### config.mk
export PLATFORM = sky130hd
export DESIGN_NAME = ins_fetch
export DESIGN_NICKNAME = d
export VERILOG_FILES = /design/src/rtl/ins_fetch.sv
export SDC_FILE = /design/constraint.sdc
export NUM_CORES = 1
export LEC_CHECK = 0
export ABC_AREA = 0
export BUFFER_PORTS_ARGS = -buffer_cell sky130_fd_sc_hd__buf_2
export CAP_MARGIN = 20
export CORE_UTILIZATION = 35
export CTS_CLUSTER_SIZE = 8
export DETAILED_ROUTE_END_ITERATION = 7
export PLACE_DENSITY = 0.58
export SLEW_MARGIN = 25
export SYNTH_ARGS = -nofsm -noshare
export SYNTH_HDL_FRONTEND = slang
export SYNTH_SLANG_ARGS = --single-unit
### constraint.sdc
create_clock -name clk -period 2.3 [get_ports clk]
set_input_delay 0.115 -clock clk [delete_from_list [all_inputs] [get_ports clk]]
set_output_delay 0.115 -clock clk [all_outputs]
set_load 0.01 [all_outputs]
### src/rtl/ins_fetch.sv
// Instruction fetch unit: drives the instruction ROM from a program counter, assembles
// one- or two-word instructions and hands them to the decoder over valid/ready.
module ins_fetch #(
  parameter int                ADDR_W       = 16,
  parameter int                DATA_W       = 16,
  parameter logic [ADDR_W-1:0] RESET_PC     = '0,
  parameter logic [1:0]        TWO_WORD_SEL = 2'b10
) (
  input  logic              clk,
  input  logic              rst,
  input  logic              fetch_en,
  input  logic              branch_valid,
  input  logic [ADDR_W-1:0] branch_addr,
  output logic [ADDR_W-1:0] ROM_addr,
  input  logic [DATA_W-1:0] ROM_InsSet,
  output logic              ins_valid,
  input  logic              ins_ready,
  output logic [DATA_W-1:0] ins_word,
  output logic [DATA_W-1:0] ins_imm,
  output logic              ins_two_word,
  output logic [ADDR_W-1:0] ins_pc
);

  typedef enum logic [2:0] {IDLE, F1, C1, F2, C2, OUT} state_t;

  state_t            state, state_nxt;
  logic [ADDR_W-1:0] pc, pc_nxt, rom_addr_nxt, ins_pc_nxt;
  logic [DATA_W-1:0] word_nxt, imm_nxt;
  logic              two_nxt;
  logic              is_two;
  logic              accept;

  assign ins_valid = (state == OUT);
  assign accept    = ins_valid & ins_ready;
  assign is_two    = (ROM_InsSet[13:12] == TWO_WORD_SEL);

  always_comb begin
    state_nxt    = state;
    pc_nxt       = pc;
    rom_addr_nxt = ROM_addr;
    word_nxt     = ins_word;
    imm_nxt      = ins_imm;
    two_nxt      = ins_two_word;
    ins_pc_nxt   = ins_pc;
    case (state)
      IDLE: begin
        rom_addr_nxt = pc;
        if (fetch_en) state_nxt = F1;
      end
      F1: state_nxt = C1;
      C1: begin
        word_nxt   = ROM_InsSet;
        ins_pc_nxt = pc;
        imm_nxt    = '0;
        two_nxt    = 1'b0;
        if (is_two) begin
          rom_addr_nxt = pc + ADDR_W'(1);
          state_nxt    = F2;
        end else begin
          state_nxt = OUT;
        end
      end
      F2: state_nxt = C2;
      C2: begin
        imm_nxt   = ROM_InsSet;
        two_nxt   = 1'b1;
        state_nxt = OUT;
      end
      OUT: begin
        if (accept) begin
          pc_nxt       = pc + (ins_two_word ? ADDR_W'(2) : ADDR_W'(1));
          rom_addr_nxt = pc_nxt;
          state_nxt    = fetch_en ? F1 : IDLE;
        end
      end
      default: state_nxt = IDLE;
    endcase
    // A redirect overrides everything, including the pc advance of a coincident accept.
    if (branch_valid) begin
      pc_nxt       = branch_addr;
      rom_addr_nxt = branch_addr;
      state_nxt    = fetch_en ? F1 : IDLE;
    end
  end

  always_ff @(posedge clk or posedge rst) begin
    if (rst) begin
      state        <= IDLE;
      pc           <= RESET_PC;
      ROM_addr     <= RESET_PC;
      ins_pc       <= RESET_PC;
      ins_word     <= '0;
      ins_imm      <= '0;
      ins_two_word <= 1'b0;
    end else begin
      state        <= state_nxt;
      pc           <= pc_nxt;
      ROM_addr     <= rom_addr_nxt;
      ins_pc       <= ins_pc_nxt;
      ins_word     <= word_nxt;
      ins_imm      <= imm_nxt;
      ins_two_word <= two_nxt;
    end
  end

endmodule

==> metrics.json <==
{
  "critical_path": {
    "worstPathArrival_ns": 2.35,
    "critical_path_peak_fanout": 4,
    "worst-setup-path-type": "reg -> reg",
    "timing.reg2reg.setup_slack_ns": 0.18,
    "timing.critical_path.to_type": "register",
    "crit_path_start_kind": "register",
    "timing.rr.start": "state[0]$_DFFE_PP0P_",
    "critPathRequiredTime_ns": 2.53,
    "critPathLaunch": "state[0]$_DFFE_PP0P_"
  },
  "job": {
    "maxCapViolCount": 0
  },
  "yosys": {
    "postSynthAreaPerCell_sq_um": 9.142,
    "synth_common_cells": "nand2_1, dfrtp_1, clkbuf_1",
    "synth_cell_type_count": 56,
    "synth-edff-count": 0,
    "ys_dominant_reg_cell": "dfrtp_1",
    "syn_nets": 498,
    "synth.yosys.seq_area_share": 0.5031,
    "ys.warnings.count": 0,
    "syn_area_sq_um": 4178,
    "post_synth_main_area_contributors": "dfrtp_1, nand2_1, a22o_1, xnor2_1, clkbuf_1",
    "ys_ff_latch": 84,
    "synth_most_common_cell": "nand2_1",
    "netlist.area_leader.share": 0.5031,
    "synth-async-reset-ratio": 1.000,
    "synth_area_leader_cell": "dfrtp_1",
    "synthCells": 457
  },
  "drt": {
    "antenna_nets_post_route": 0,
    "dr_wl_cell_microns": 16.08,
    "avgViaCountPerCell": 5.286,
    "route.final.wire_length_mm": 11.79,
    "post-route-drc-count": 12,
    "via_count": 3875,
    "first_iter_violations": 244,
    "drtPass1Iterations": 7
  },
  "grt": {
    "antenna_found_initial": 0,
    "grt_overflow": 0,
    "grtUsageTotal": 0.2016,
    "grt_pass1_wl_mm": 19.82,
    "grt_start_max_net_pins": 58,
    "grt_pass1_vias": 3905
  },
  "placed_design": {
    "gp_congestion": 0.8428,
    "place.port_buffers": 102,
    "place.detailed.hpwl_mm": 8.188
  },
  "clock_network": {
    "clk-insertion-delay-late_ns": 0.34,
    "max-clock-path-buffers": 2,
    "ctsRootBufferMaster": "clkbuf_16",
    "numCtsBuffers": 9,
    "clock_tree_from_tritoncts": "done",
    "htree_levels": 3,
    "clkSinkCount": 84,
    "clk_pin_slew_ns": 0.07
  },
  "finish": {
    "num_antenna_cells": 0,
    "synthesis_to_layout_area_growth_pct": 31.60,
    "layout-drive-gt1-share": 0.2678,
    "utilization": 0.4774,
    "design.final.nets": 627,
    "nFillCells": 1115
  },
  "sta": {
    "rsz_0062_raised_after_global_routing": "false",
    "post-route-period-util": 0.9230,
    "finalSetupTns_ns": 0,
    "report.final.slew_viol_count": 0,
    "finalClockSkew_ns": 0.009800,
    "timing.fmax_mhz": 471.0,
    "worstMarginPinSlew_ns": 0.6939,
    "final-hold-violation-count": 0,
    "final-setup-viol-count": 0,
    "final.min_clock_period_ns": 2.123,
    "max_transition_margin": 0.5369
  },
  "floorplan": {
    "pin_count": 103,
    "dieWidth_microns": 111.3,
    "core_area_sq_um": 11520,
    "initial_core_util": 0.3628,
    "floorplan.die.height_microns": 111.3,
    "core.rowCount": 39,
    "die_area_sq_um": 12380
  },
  "pwr": {
    "ir_drop_uv": 659.6,
    "finalPower_mw": 5.482,
    "power_per_cell_area_nw_per_um2": 997.2,
    "total_leakage_power_nw": 2.674
  },
  "outcome": {
    "status": "complete, but fails checks",
    "failing_checks": "DRC"
  },
  "worst_hold_path": {
    "min_from": "branch_addr[12]",
    "worstHoldPathType": "in -> reg"
  }
}
[critical path: stages (launching register included)]
cell and delay (ns):
dfrtp_1 0.37, or3b_1 0.43, or2_1 0.27, or4_1 0.51
and3_1 0.18, a221o_1 0.25
[layout make-up]
cell class	count	area [sq um]	share of cell area
sequential	84	2102	0.3823
inverter	8	31.28	0.005690
clock buffer	11	242.7	0.04415
timing repair buffer	155	965.9	0.1757
tap	143	178.9	0.03254
multi-input combinational	328	1903	0.3462
clock inverter	4	73.82	0.01343
[cells in the final DEF, fill, tap and decap left out, drive strengths merged, types with 5 or more instances in the layout]
cell	n
a22o	17
o31ai	6
inv	6
o311a	5
nor2	26
o21ai	14
nand3	11
xor2	11
nand4	7
o211ai	8
nand2	121
buf	137
o311ai	6
dfrtp	84
nor3	9
a21oi	14
dlygate4sd3	18
xnor2	14
clkbuf	11
[logic make-up (layout without fill, tap and decap cells)]
kind of cell / count (synthesis) / after routing / synth area share
mux: 5 / 5 / 0.01288
fa+ha+maj: 4 / 4 / 0.01378
buf+inv: 45 / 178 / 0.04313
flops: 84 / 84 / 0.5031
compound gates: 93 / 93 / 0.1632
simple gates: 201 / 201 / 0.2114
xor+xnor: 25 / 25 / 0.05241
[sequential cells by signal (all words and copies together), names as in the netlist]
register      flops
ins_pc           16
ins_imm          16
state             3
ROM_addr         16
ins_two_word      1
pc               16
ins_word         16
[timing repair]
item / 4_1_cts / 5_1_grt
endpoints found under the hold margin: 46 / 0
hold buffers: 18 / 0
buffers inserted: 0 / 0
resized for setup: 0 / 0
[final timing paths]
path / to / depth (start not counted)
setup / recovery: ROM_addr[15]$_DFFE_PP0P_ / 5
hold / removal: ROM_addr[12]$_DFFE_PP0P_ / 3
setup reg to reg: ROM_addr[15]$_DFFE_PP0P_ / 5
hold reg to reg: ins_pc[8]$_DFFE_PP0P_ / 2
max in group asynchronous: ins_pc[6]$_DFFE_PP0P_ / 4
min in group asynchronous: ins_word[3]$_DFFE_PP0P_ / 3
[metal layers]
metal / share of wire / GRT usage / up-vias / routed length, microns
met5: 0 / 0 / - / 0
met4: 0.015 / 0.06036 / 0 / 179
met3: 0.067 / 0.04975 / 15 / 795
met2: 0.46 / 0.3300 / 150 / 5460
met1: 0.45 / 0.2629 / 1861 / 5348
li1: - / - / 1849 / -
[power by group]
part           switching, mW  internal (mW)
clock network          0.583          0.975
registers              0.268           1.94
logic                  0.965          0.752
[stage by stage]
step / instances / setup slack [ns] / instance area, sq um / hold slack (ns)
4_1_cts: 733 / 0.1698 / 5498 / 0.0008770
5_1_grt: 733 / 0.02870 / 5498 / 0.02276
3_3_place_gp: 700 / 0.2027 / 4999 / 0.1613
3_5_place_dp: 700 / 0.1807 / 5001 / 0.1519
2_1_floorplan: 457 / 0.01986 / 4178 / 0.2204
6_report: 733 / 0.1771 / 5498 / 0.007678
(Power assumes the default switching activity.)
